`config.mk`:
```
export PLATFORM = sky130hd
export DESIGN_NAME = mod_updown_counter
export DESIGN_NICKNAME = d
export VERILOG_FILES = /design/src/rtl/mod_updown_counter.sv
export SDC_FILE = /design/constraint.sdc
export NUM_CORES = 1
export LEC_CHECK = 0
export BUFFER_PORTS_ARGS = -buffer_cell sky130_fd_sc_hd__buf_4
export CAP_MARGIN = 25
export CORE_AREA = 2 2 39 41
export DETAILED_ROUTE_END_ITERATION = 10
export DIE_AREA = 0 0 41 43
export HOLD_SLACK_MARGIN = 0.12
export PLACE_DENSITY_LB_ADDON = 0.2
export SLEW_MARGIN = 5
export SYNTH_ARGS = -nofsm -noshare
export SYNTH_HDL_FRONTEND = slang
export SYNTH_SLANG_ARGS = --single-unit
```
`constraint.sdc`:
```
create_clock -name clk_i -period 3.9 [get_ports clk_i]
set_input_delay 0.195 -clock clk_i [delete_from_list [all_inputs] [get_ports clk_i]]
set_output_delay 0.195 -clock clk_i [all_outputs]
set_load 0.05 [all_outputs]
```
`src/rtl/mod_updown_counter.sv`:
```
// Synchronous up/down modulo counter with load, clear, enable prescaler, tc pulse and sticky ovf.
// Define COUNTER_SATURATE_EN to hold at the bounds instead of wrapping.
module mod_updown_counter #(
  parameter int unsigned WIDTH    = 4,
  parameter int unsigned MODULO   = 16,
  parameter int unsigned PRESCALE = 1
) (
  input  logic             clk_i,
  input  logic             rst_ni,
  input  logic             clr_i,
  input  logic             load_i,
  input  logic [WIDTH-1:0] load_val_i,
  input  logic             en_i,
  input  logic             up_i,
  output logic [WIDTH-1:0] count_o,
  output logic             tc_o,
  output logic             ovf_o
);

  localparam int unsigned      PreW    = (PRESCALE > 1) ? $clog2(PRESCALE) : 1;
  localparam logic [WIDTH-1:0] MaxCnt  = WIDTH'(MODULO - 1);
  localparam logic [WIDTH:0]   ModExt  = (WIDTH + 1)'(MODULO);
  localparam logic [PreW-1:0]  PreLast = PreW'(PRESCALE - 1);

  if (WIDTH < 1) begin : gen_bad_width
    $error("mod_updown_counter: WIDTH must be >= 1");
  end
  if (MODULO < 2 || 64'(MODULO) > (64'd1 << WIDTH)) begin : gen_bad_modulo
    $error("mod_updown_counter: MODULO must satisfy 2 <= MODULO <= 2**WIDTH");
  end
  if (PRESCALE < 1) begin : gen_bad_prescale
    $error("mod_updown_counter: PRESCALE must be >= 1");
  end

  logic [WIDTH-1:0] count_q, count_d;
  logic [PreW-1:0]  pre_q, pre_d;
  logic             tc_q, tc_d;
  logic             ovf_q, ovf_d;
  logic             at_bound;

  always_comb begin
    count_d  = count_q;
    pre_d    = pre_q;
    tc_d     = 1'b0;
    ovf_d    = ovf_q;
    at_bound = up_i ? (count_q == MaxCnt) : (count_q == '0);
    if (clr_i) begin
      count_d = '0;
      pre_d   = '0;
      ovf_d   = 1'b0;
    end else if (load_i) begin
      count_d = ({1'b0, load_val_i} >= ModExt) ? MaxCnt : load_val_i;
      pre_d   = '0;
    end else if (en_i) begin
      if (pre_q == PreLast) begin
        pre_d = '0;
        if (at_bound) begin
          // Step attempted at a bound: wrap (or hold when saturating), flag it either way.
          tc_d  = 1'b1;
          ovf_d = 1'b1;
`ifdef COUNTER_SATURATE_EN
          count_d = count_q;
`else
          count_d = up_i ? '0 : MaxCnt;
`endif
        end else begin
          count_d = up_i ? count_q + 1'b1 : count_q - 1'b1;
        end
      end else begin
        pre_d = pre_q + 1'b1;
      end
    end
  end

  always_ff @(posedge clk_i or negedge rst_ni) begin
    if (!rst_ni) begin
      count_q <= '0;
      pre_q   <= '0;
      tc_q    <= 1'b0;
      ovf_q   <= 1'b0;
    end else begin
      count_q <= count_d;
      pre_q   <= pre_d;
      tc_q    <= tc_d;
      ovf_q   <= ovf_d;
    end
  end

  assign count_o = count_q;
  assign tc_o    = tc_q;
  assign ovf_o   = ovf_q;

endmodule

```
# ---- Word level (Yosys, flattened, before mapping)
# Cells that the tools add are included.
dict set report classes {
  n_addsub 3
  n_eq_ne 4
  muxes 22
  reduce_logical 6
}
# op count
set op_table {}
lappend op_table {{two-way mux 4 bit} 7}
lappend op_table {{two-way mux 1 bit} 15}
lappend op_table {{adder 4 x 1 -> 4 bit (second input constant)} 1}
lappend op_table {{== test 4 bit (second input constant)} 1}
lappend op_table {{logical NOT 4 bit} 1}
lappend op_table {{!= test 2 bit (second input constant)} 2}
lappend op_table {{AND reduction 4 bit} 1}
lappend op_table {{nonzero test 2 bit} 2}
lappend op_table {{subtractor 4 x 1 -> 4 bit (second input constant)} 1}
lappend op_table {{!= test 3 bit (second input constant)} 1}
lappend op_table {{nonzero test 3 bit} 1}
lappend op_table {{AND reduction 2 bit} 1}
lappend op_table {{adder 1 bit (second input constant)} 1}
dict set report totals {
  regBits 7
  in_bits 10
  output_inout_bits 6
  wordCells 39
}

# ---- Logic depth before layout (Yosys ltp)
dict set report depth {
  ltp_word 7
  ltp_mapped 6
  mapped_depth_nobuf 6
}

# ---- Least setup slack after synthesis
# OpenSTA, ideal clock, no wires.
dict set report synth_path {
  path_type {reg-to-reg}
  from {reg count_q[0], in the netlist count_o[0]}
  to {reg count_q[2], in the netlist count_o[2]}
  setup_ns 0.129
  arrival_time_ns 1.870
  t_required_ns 3.771
  setup_slack_ns 1.901
  stages_incl_launch_ff 7
  n_path_buf 0
  period_less_slack_ns 1.999
  path_cell_list {dfrtp_1 > inv_1 > fa_1 > xor2_1 > o21ai_0 > a221oi_1 > nor3_1}
}
dict set report synth_via {
  elab_chain_len 7
  elab_cells_between_ends 11
  classes_between {add/sub: 2; eq/ne: 1; mux: 7; reduce/logical: 1}
}
# element line
set synth_rtl {}
lappend synth_rtl {{start, declared} 35} ;# logic [WIDTH-1:0] count_q, count_d;
lappend synth_rtl {{start signal, assigned} 82} ;# count_q <= count_d;
lappend synth_rtl {{subtractor 4 x 1 -> 4 bit (tied with other cells)} 67} ;# count_d = up_i ? count_q + 1'b1 : count_q - 1'b1;
lappend synth_rtl {{two-way mux 4 bit / two-way mux 1 bit (equally long branches)} {67, 46}}
lappend synth_rtl {{two-way mux 4 bit *} 57} ;# if (at_bound) begin
lappend synth_rtl {{two-way mux 4 bit *} 55} ;# if (pre_q == PreLast) begin
lappend synth_rtl {{two-way mux 4 bit *} 54} ;# end else if (en_i) begin
lappend synth_rtl {{two-way mux 4 bit *} 51} ;# end else if (load_i) begin
lappend synth_rtl {{two-way mux 4 bit *} 47} ;# if (clr_i) begin
# Mark *: on every way between the ends. The rest lies on a longest branch, timed or not. The select of a mux whose other input is x is not followed.
# A chain may end at the register's enable or synchronous reset.

# ---- Worst setup path in the final report
# Same ends and word-level chain as after synthesis.

==> summary.txt <==
Synthesis
  – Library cells used by synthesis: 21
  – Yosys top cell area share: 34.2%
  – Sequential area share after synthesis: 34.2%
  – Mapped Nets: 57
  – Cell count after synthesis: 44
  – Synthesis Warnings: 0
  – Yosys reg bits: 6
  – Mapped Area: 439 um^2
  – Largest area contributor in the synthesized netlist: dfrtp_1
  – Syn Area/Cell: 9.98 um^2
  – Top cells by area, synth: dfrtp_1, a2111oi_4, ha_1

Layout
  – Diode count: 0
  – Most frequent cells in the layout: buf_4, dfrtp_1, inv_1
  – Nets@finish: 77
  – Commonest non-fill, non-tap cell in the layout: buf_4
  – Area delta synth->final: 36.8%
  – Fillers: 149
  – Share of cells above drive strength 1: 35.5%

Global route
  – Initial antenna violation count: 0
  – Largest net degree at the start of global routing: 11
  – Vias in the first global route: 373
  – First-pass GRT wire length: roughly 1600 um
  – Global-route total usage across every layer: 12.8%
  – GRT overflow: 0

Timing
  – RSZ-0062 raised after global routing: false
  – TNS Setup: 0 ns
  – Skew final: 0.00107 ns
  – Slew Viols, Final: 0
  – Min Hold Slack: ~0.19 ns
  – Final Cycle Share: 45.0%
  – Final hold viol count: 0
  – Slew @ Worst Pin: 0.285 ns
  – Post-layout minimum cycle time: roughly 1.8 ns
  – Slew HR: 80.9%
  – Fmax: between 0.5 and 0.6 GHz
  – Final setup vio count: 0

Min path
  – Min-Delay Path Class: input port to flip-flop

Critical path
  – Crit path kind: flip-flop to flip-flop
  – Worst-path fanout max: 7
  – Crit path cell chain: inv_1 > fa_1 > xor2_1 > o21ai_0 > a221oi_1 > nor3_1
  – Arrival time at the worst endpoint: 1.87 ns
  – Nature of the critical path endpoint: flip-flop
  – Slowest-stage cell, CP: dfrtp_1
  – Worst setup SP type: flip-flop
  – Max stage delay on crit path: 0.44 ns
  – Critical Path RT: 4.01 ns

Die
  – Num ports: 16
  – Initial Util: between 30% and 40%
  – Die Width: 41 um
  – Core Footprint: about 1400 um^2
  – DIE AREA: 1760 um^2
  – Die height: 43 um
  – FP Rows: 14

Routing
  – DRT iter0 DRCs: 4
  – DRT antenna net count: 0
  – Routed WL: 917 um
  – Drt first pass iters: 2
  – Remaining DRCs: 0
  – Vias: between 300 and 400
  – WL per Instance: around 12 um
  – Drt via density: 4.79

CTS
  – Num CTS Buffers: 3
  – CTS H-Tree Depth: 1
  – Worst-Skew Late Latency: between 0.2 and 0.25 ns
  – Worst-path clk slew: 0.04 ns
  – Max clock buf depth: 2
  – Clk root buf: clkbuf_4
  – CTS tree: built
  – Sink Count: 6
  – Setup bufs post-CTS: 0

Placed design
  – Placer Congestion: a little under 0.7
  – Buffers on Ports: 15
  – HPWL Detailed: 746 um

Power and ir drop
  – P per Cell Area: 317 nW/um^2
  – Cell leakage power: 0.000295 uW
  – Max IR drop VDD: about 0.15 mV

Outcome
  – Status: completed

Job
  – Max-cap violations: 0
## report_power, final
group	internal [uW]	total (uW)	leakage, uW	switching, uW
Sequential	66.3	71.6	0.0000797	5.29
Clock	34.7	54.8	0.0000138	20.1
Combinational	27.4	64.2	0.000202	36.9
## layer usage
metal  wire length (um)  vias up  GRT usage [%]  share of wire [%]
met5                  0        -              0                  0
met4                  0        0           6.00                  0
met3                 39        0           1.57                4.3
met2                455        8           18.4                 50
met1                422      171           18.2                 46
li1                   -      195              -                  -
## synth_stat cells
cell type	instances
inv_1	5
and4_2	1
o21ai_0	2
a21oi_1	3
ha_1	2
clkbuf_1	1
a221oi_1	2
xnor2_1	2
a2111oi_4	1
xor2_1	2
or4_4	1
a211oi_1	1
a311oi_1	2
nor3_1	2
fa_1	1
nand2_1	1
dfrtp_1	6
a21o_1	2
nor2_1	4
nor2b_1	2
nand2b_4	1
## metrics by stage
| stage | setup slack [ns] | power, uW | utilization, % | instance area [um^2] | cells |
|---|---|---|---|---|---|
| 2_1_floorplan | 1.90 | 113 | - | 439 | 44 |
| 3_3_place_gp | 2.14 | 136 | 41.0 | 568 | 74 |
| 3_5_place_dp | 2.12 | 136 | 41.0 | 568 | 74 |
| 4_1_cts | 2.12 | 196 | 43.4 | 601 | 78 |
| 5_1_grt | 2.02 | 202 | 43.4 | 601 | 78 |
| 6_report | 2.14 | 191 | 43.4 | 601 | 78 |
## kinds of logic after synthesis
family | after synthesis | synth area share (%)
adder cells (fa/ha/maj) | 3 | 10.3
XOR/XNOR | 4 | 7.98
AO/OA/AOI/OAI | 13 | 25.1
buffers and inverters | 6 | 5.13
flip-flops | 6 | 34.2
AND/OR/NAND/NOR | 12 | 17.4
## sequential cells by signal, indices dropped and copies added, names as in the netlist
signal,cells
tc_o,1
ovf_o,1
count_o,4
## layout make-up
type,instances,area (um^2),area share [%]
well taps,16,20.0,3.33
repair buffers,16,123,20.4
inverters,5,18.8,3.13
multi-input cells,32,267,44.4
clock buffers,3,22.5,3.75
flip-flops and latches,6,150,25.0
## critical path: cells and delay by family, from the launching register on
kind	cells	cell delay, ns
AOI/OAI and AO/OA	2	0.41
xor gates and xnor gates	1	0.15
adders and majority gates	1	0.41
buffers and inverters	1	0.13
DFF	1	0.44
and+or+nand+nor	1	0.08
## what timing repair did
| action | 4_1_cts | 5_1_grt |
|---|---|---|
| hold buffers | 1 | 0 |
| endpoints found under the setup margin | 0 | 0 |
| resized for setup | 0 | 0 |
| endpoints found under the hold margin | 6 | 0 |
## worst paths after layout
| path | start | end | slack, ns | cells after the start |
|---|---|---|---|---|
| max in group asynchronous | rst_ni | count_o[2] | 3.49 | 2 |
| max | count_o[0] | count_o[2] | 2.14 | 6 |
| min reg2reg | ovf_o | ovf_o | 0.48 | 1 |
| max reg2reg | count_o[0] | count_o[2] | 2.14 | 6 |
| min in group asynchronous | rst_ni | ovf_o | 0.29 | 2 |
| min | clr_i | count_o[0] | 0.19 | 2 |
No activity file was read; power rests on OpenSTA's default activity.
